$ cat src/rtl/clk_gen_prog.sv
// -----------------------------------------------------------------------------
// clk_gen_prog
//   Runtime-programmable clock generator. clk_o runs at clk_i / (2*active),
//   where active is a half-period in clk_i cycles. A new half-period is loaded
//   into a pending register. It takes effect only when a new period starts, so
//   a single period never mixes two divisors. When the block stops, the current
//   period always completes and clk_o then idles low.
//
//   Optional feature macro: CLKGEN_BURST_EN
//     When defined, the block gains a burst mode. A burst emits exactly N full
//     periods and then returns to idle. done_o pulses once at the end.
//
// Parameters
//   DIV_W         width of half_i, the active half-period and the phase counter
//   DEFAULT_HALF  active half-period after reset (1 .. 2^DIV_W-1)
//   BURST_W       width of burst_n_i (burst build only)
//
// Ports
//   clk_i       in   system clock; all logic is on its rising edge
//   rst         in   asynchronous, active-high reset
//   en          in   run request (level)
//   half_i      in   requested half-period in clk_i cycles; 0 is treated as 1
//   load_i      in   strobe that captures half_i into the pending register
//   burst_go_i  in   start a burst of burst_n_i periods (burst build only)
//   burst_n_i   in   number of periods in a burst (burst build only)
//   done_o      out  1-cycle pulse when a burst ends (burst build only)
//   clk_o       out  generated clock (registered)
//   rise_o      out  pulse in the first cycle clk_o is high
//   fall_o      out  pulse in the first cycle clk_o is low after a high phase
//   running_o   out  high while a period is in progress
//   pend_o      out  high while a loaded half-period waits to be applied
// -----------------------------------------------------------------------------
module clk_gen_prog #(
  parameter int unsigned DIV_W        = 16,
  parameter int unsigned DEFAULT_HALF = 51,
  parameter int unsigned BURST_W      = 8
) (
  input  logic             clk_i,
  input  logic             rst,
  input  logic             en,
  input  logic [DIV_W-1:0] half_i,
  input  logic             load_i,
`ifdef CLKGEN_BURST_EN
  input  logic               burst_go_i,
  input  logic [BURST_W-1:0] burst_n_i,
  output logic               done_o,
`endif
  output logic             clk_o,
  output logic             rise_o,
  output logic             fall_o,
  output logic             running_o,
  output logic             pend_o
);

  // Elaboration-time sanity checks on the configuration.
  if (DEFAULT_HALF < 1 || DEFAULT_HALF > (2 ** DIV_W) - 1) begin : g_bad_default_half
    $error("clk_gen_prog: DEFAULT_HALF must be in 1 .. 2^DIV_W-1");
  end
  if (BURST_W < 1) begin : g_bad_burst_w
    $error("clk_gen_prog: BURST_W must be at least 1");
  end

  typedef enum logic [1:0] {
    S_IDLE = 2'd0,
    S_HIGH = 2'd1,
    S_LOW  = 2'd2
  } state_e;

  state_e           state_q, state_d;
  logic [DIV_W-1:0] cnt_q, cnt_d;
  logic [DIV_W-1:0] active_q, active_d;
  logic [DIV_W-1:0] pend_val_q, pend_val_d;
  logic             pend_q, pend_d;
  logic             clk_q, clk_d;
  logic             rise_q, rise_d;
  logic             fall_q, fall_d;

`ifdef CLKGEN_BURST_EN
  logic               burst_q, burst_d;
  logic [BURST_W-1:0] left_q, left_d;
  logic               done_q, done_d;
`endif

  logic start_period;
  logic keep_going;
  logic last_cycle;

  // Each phase lasts exactly active cycles: the counter runs 0 .. active-1.
  // active is never 0, so active-1 cannot wrap.
  assign last_cycle = (cnt_q == (active_q - DIV_W'(1)));

  // NOTE: combinational logic uses blocking '=' and assigns every output a
  // default first, so no path can leave a value unassigned and infer a latch.
  always_comb begin
    state_d      = state_q;
    cnt_d        = cnt_q;
    active_d     = active_q;
    pend_val_d   = pend_val_q;
    pend_d       = pend_q;
    rise_d       = 1'b0;
    fall_d       = 1'b0;
    start_period = 1'b0;
    keep_going   = 1'b0;
`ifdef CLKGEN_BURST_EN
    burst_d      = burst_q;
    left_d       = left_q;
    done_d       = 1'b0;
`endif

    unique case (state_q)
      S_IDLE: begin
        cnt_d = '0;
`ifdef CLKGEN_BURST_EN
        // A burst request takes priority over en when both arrive together.
        if (burst_go_i) begin
          if (burst_n_i == '0) begin
            done_d = 1'b1;
          end else begin
            burst_d      = 1'b1;
            left_d       = burst_n_i;
            start_period = 1'b1;
          end
        end else if (en) begin
          start_period = 1'b1;
        end
`else
        if (en) start_period = 1'b1;
`endif
      end

      S_HIGH: begin
        if (last_cycle) begin
          state_d = S_LOW;
          cnt_d   = '0;
          fall_d  = 1'b1;
        end else begin
          cnt_d = cnt_q + DIV_W'(1);
        end
      end

      S_LOW: begin
        if (last_cycle) begin
          // The period is complete. en is looked at only here, so stopping
          // never truncates a phase.
          cnt_d      = '0;
          keep_going = en;
`ifdef CLKGEN_BURST_EN
          if (burst_q) begin
            left_d     = left_q - BURST_W'(1);
            keep_going = (left_q != BURST_W'(1));
            if (!keep_going) begin
              burst_d = 1'b0;
              done_d  = 1'b1;
            end
          end
`endif
          if (keep_going) start_period = 1'b1;
          else            state_d      = S_IDLE;
        end else begin
          cnt_d = cnt_q + DIV_W'(1);
        end
      end

      default: state_d = S_IDLE;
    endcase

    // A period boundary is the only place the divisor can change.
    if (start_period) begin
      state_d = S_HIGH;
      cnt_d   = '0;
      rise_d  = 1'b1;
      if (pend_q) begin
        active_d = pend_val_q;
        pend_d   = 1'b0;
      end
    end

    // A load in the same cycle as an apply leaves the new value pending.
    if (load_i) begin
      pend_val_d = (half_i == '0) ? DIV_W'(1) : half_i;
      pend_d     = 1'b1;
    end

    clk_d = (state_d == S_HIGH);
  end

  // NOTE: sequential state uses non-blocking '<=' so every register samples
  // the pre-edge values, whatever the order of the statements.
  always_ff @(posedge clk_i or posedge rst) begin
    if (rst) begin
      state_q    <= S_IDLE;
      cnt_q      <= '0;
      active_q   <= DIV_W'(DEFAULT_HALF);
      pend_val_q <= DIV_W'(DEFAULT_HALF);
      pend_q     <= 1'b0;
      clk_q      <= 1'b0;
      rise_q     <= 1'b0;
      fall_q     <= 1'b0;
    end else begin
      state_q    <= state_d;
      cnt_q      <= cnt_d;
      active_q   <= active_d;
      pend_val_q <= pend_val_d;
      pend_q     <= pend_d;
      clk_q      <= clk_d;
      rise_q     <= rise_d;
      fall_q     <= fall_d;
    end
  end

`ifdef CLKGEN_BURST_EN
  always_ff @(posedge clk_i or posedge rst) begin
    if (rst) begin
      burst_q <= 1'b0;
      left_q  <= '0;
      done_q  <= 1'b0;
    end else begin
      burst_q <= burst_d;
      left_q  <= left_d;
      done_q  <= done_d;
    end
  end

  assign done_o = done_q;
`endif

  assign clk_o     = clk_q;
  assign rise_o    = rise_q;
  assign fall_o    = fall_q;
  assign running_o = (state_q != S_IDLE);
  assign pend_o    = pend_q;

endmodule

$ cat config.mk
export PLATFORM = sky130hd
export DESIGN_NAME = clk_gen_prog
export DESIGN_NICKNAME = d
export VERILOG_FILES = /design/src/rtl/clk_gen_prog.sv
export SDC_FILE = /design/constraint.sdc
export NUM_CORES = 1
export LEC_CHECK = 0
export ABC_AREA = 1
export CAP_MARGIN = 30
export CELL_PAD_IN_SITES_DETAIL_PLACEMENT = 1
export CELL_PAD_IN_SITES_GLOBAL_PLACEMENT = 2
export CORE_MARGIN = 2
export CORE_UTILIZATION = 25
export DETAILED_ROUTE_END_ITERATION = 8
export PLACE_DENSITY = 0.68
export SYNTH_ARGS = -nofsm -noshare
export SYNTH_HDL_FRONTEND = slang
export SYNTH_SLANG_ARGS = --single-unit
export TNS_END_PERCENT = 1
$ cat constraint.sdc
create_clock -name clk_i -period 6.4 [get_ports clk_i]
set_input_delay 0.64 -clock clk_i [delete_from_list [all_inputs] [get_ports clk_i]]
set_output_delay 0.64 -clock clk_i [all_outputs]
set_load 0.05 [all_outputs]
==> impl_metrics.env <==
export IMPL_drt_first_pass_iters=4
export IMPL_fp_row_count=42
export IMPL_syn2layout_area_growth_pct=16.07
export IMPL_drt_wl_total_mm=8.124
export IMPL_drc=0
export IMPL_hold_class="flip-flop to flip-flop"
export IMPL_fmax_mhz=388.1
export IMPL_avgSynthCellArea_um2=8.030
export IMPL_synth_seq_cells=54
export IMPL_dp_hpwl_mm=6.490
export IMPL_wl_per_cell_um=13.15
export IMPL_holdPathEnd="active_q[1]"
export IMPL_final_setup_viol_count=0
export IMPL_final_area_mm2=0.003905
export IMPL_worstRegToRegCells=11
export IMPL_worstSetupPathType="flip-flop to output pin"
export IMPL_antenna_cells=0
export IMPL_skew_ps=7.541
export IMPL_die_area_mm2=0.01440
export IMPL_hold_viol=0
export IMPL_final_cells=618
export IMPL_drive_above_1_share_pct=14.03
export IMPL_maxCapViolCount=0
export IMPL_worstPathMaxFanout=6
export IMPL_grt_pass1_vias=2746
export IMPL_clkTransAtPathRegs_ps=70
export IMPL_critPathRequiredTime_ps=5760
export IMPL_ant_nets=0
export IMPL_port_buffers=24
export IMPL_ioPinCount=25
export IMPL_place_area_mm2=0.003754
export IMPL_ctsResizeCount=0
export IMPL_timing_rr_end="active_q[14]"
export IMPL_slew_headroom_pct=44.23
export IMPL_finalCritPeriodShare_pct=40.26
export IMPL_clk_path_buf_depth=2
export IMPL_track_usage_pct=12.18
export IMPL_tightest_slew_ps=833.9
export IMPL_ctsHoldBuffers=0
export IMPL_p_total_mw=1.500
export IMPL_syn_inst=419
export IMPL_rsz0062_at_grt="false"
export IMPL_vdd_drop_max_v=0.0001134
export IMPL_slew_viol_final=0
export IMPL_syn_num_nets=446
export IMPL_cts_sinks=54
export IMPL_syn_area_mm2=0.003364
export IMPL_cts_max_level=2
export IMPL_grt_max_degree=55
export IMPL_place_congestion=0.7450
export IMPL_post_cts_setup_buffers=0
export IMPL_dp_cells=610
export IMPL_powerDensity_mw_per_mm2=384.0
export IMPL_finalSetupTns_ps=0
export IMPL_r2r_start="active_q[0]"
export IMPL_r2r_slack_ps=3830
export IMPL_overflow=0
export IMPL_clk_latency_ps=300
export IMPL_status="finished, final reports clean"
export IMPL_fill_cells=1572
export IMPL_grt_pass1_wl_mm=13.91
export IMPL_min_period_ps=2577
export IMPL_cts_buffers=5
export IMPL_synth_top_area_share_pct=34.21
export IMPL_worst_ep_arrival_time_ps=1940
export IMPL_start_kind="flip-flop"
export IMPL_die_h_um=120.0
export IMPL_avgViaCountPerCell=4.343
export IMPL_ys_types=41
export IMPL_synth_largest_area_cell="dfrtp_1"
export IMPL_cts_tree="built"
export IMPL_synth_warnings=0
export IMPL_synth_area_top_cells="dfrtp_1 (34%), nand2_1 (13%), dfstp_2 (6.2%)"
export IMPL_die_width_um=120.0
export IMPL_antenna_found_initial=0
export IMPL_drt_iter0_markers=126
export IMPL_initial_core_util_pct=25.51
export IMPL_p_leak_nw=1.767
export IMPL_synth_seq_area_share_pct=40.46
export IMPL_hold_start="pend_val_q[1]"
export IMPL_hold_depth=2
export IMPL_nets=468
export IMPL_dr_total_vias=2684
export IMPL_cts_root_buffer="clkbuf_16"
export IMPL_core_area_mm2=0.01319
export IMPL_cp_end_kind="output pin"
-- where the power goes --
part	internal, mW	switching (mW)	total [mW]	leakage [nW]
Combinational	0.243	0.465	0.708	1.02
Sequential	0.423	0.0856	0.509	0.676
Clock	0.155	0.128	0.283	0.0745
-- synthesized netlist by cell type, drive strengths merged --
cell	n
a21oi	2
a22oi	1
and2	1
and3	1
buf	6
clkbuf	4
clkinv	2
dfrtp	46
dfstp	8
ha	7
inv	56
nand2	119
nand3	20
nand3b	5
nand4	4
nor2	45
nor3	8
nor4	5
o21ai	41
o21bai	2
o22ai	9
or2	2
xnor2	5
xor2	20
-- worst max-delay path by stage --
| stage | endpoint | slack [ps] | startpoint |
|---|---|---|---|
| after floorplan | active_q[2] | 4160 | active_q[0] |
| after global placement | active_q[11] | 3850 | active_q[0] |
| after CTS | active_q[6] | 3790 | active_q[0] |
| after global routing | active_q[10] | 3560 | active_q[0] |
| final | running_o | 3820 | state_q[1] |
| after detailed placement | active_q[14] | 3810 | active_q[0] |
-- critical path: stages, from the launching register on --
cell	delay, ps
dfrtp_1	440
inv_1	110
ha_1	240
inv_1	70
clkdlybuf4s50_1	790
-- per-layer routing --
metal	vias to the layer above	track usage, %	part of all wire (%)
met1	1285	16.29	50
met4	0	3.529	1.4
met5	-	0	0
met2	26	20.56	47
met3	6	1.568	1.8
li1	1367	-	-
-- metrics by stage --
| stage | utilization (%) | worst slack [ps] | hold WS [ps] |
|---|---|---|---|
| floorplan | - | 4158 | 464.3 |
| global placement | 28.46 | 3847 | 481.0 |
| detailed placement | 28.46 | 3807 | 483.8 |
| CTS | 29.61 | 3785 | 495.1 |
| global route | 29.61 | 3558 | 507.1 |
| finish | 29.61 | 3823 | 488.5 |
-- layout by cell type, fill, tap and decap left out, types with 2 or more instances in the layout --
cell type        count
nor4_1               5
clkinv_1             3
nor2_1              38
o21bai_1             2
nand4_1              3
o21ai_0             24
clkbuf_16            5
nor3_1               6
xnor2_1              5
nand3_1             19
nand3b_1             5
dfrtp_1             46
inv_2                3
inv_1               53
dfstp_2              8
nor2_2               2
o21ai_2             16
nand2_4              4
nand2_1            114
o22ai_2              9
xor2_1              20
clkdlybuf4s50_1     24
nor2_4               4
ha_1                 7
-- kinds of logic (layout without fill, tap and decap cells) --
family | count (synthesis) | count (layout) | share of synthesized area [%]
and+or+nand+nor | 210 | 210 | 29.31
DFF | 54 | 54 | 40.46
adders and majority gates | 7 | 7 | 2.603
AOI/OAI and AO/OA | 55 | 55 | 12.31
buffers and inverters | 68 | 91 | 8.814
xor gates and xnor gates | 25 | 25 | 6.508
-- flip-flops by register name, summed over array words and instances, names as in the netlist --
register    flops
pend_val_q     16
state_q         2
fall_o          1
rise_o          1
pend_o          1
active_q       16
clk_o           1
cnt_q          16
-- layout make-up --
type | instances | area [µm²] | share of cell area [%]
Multi-Input combinational cell | 297 | 1707 | 43.70
Sequential cell | 54 | 1361 | 34.86
Timing Repair Buffer | 25 | 247.7 | 6.344
Tap cell | 176 | 220.2 | 5.639
Inverter | 58 | 217.7 | 5.575
Clock buffer | 6 | 138.9 | 3.557
Clock inverter | 2 | 12.51 | 0.3204
(Power assumes the default switching activity.)
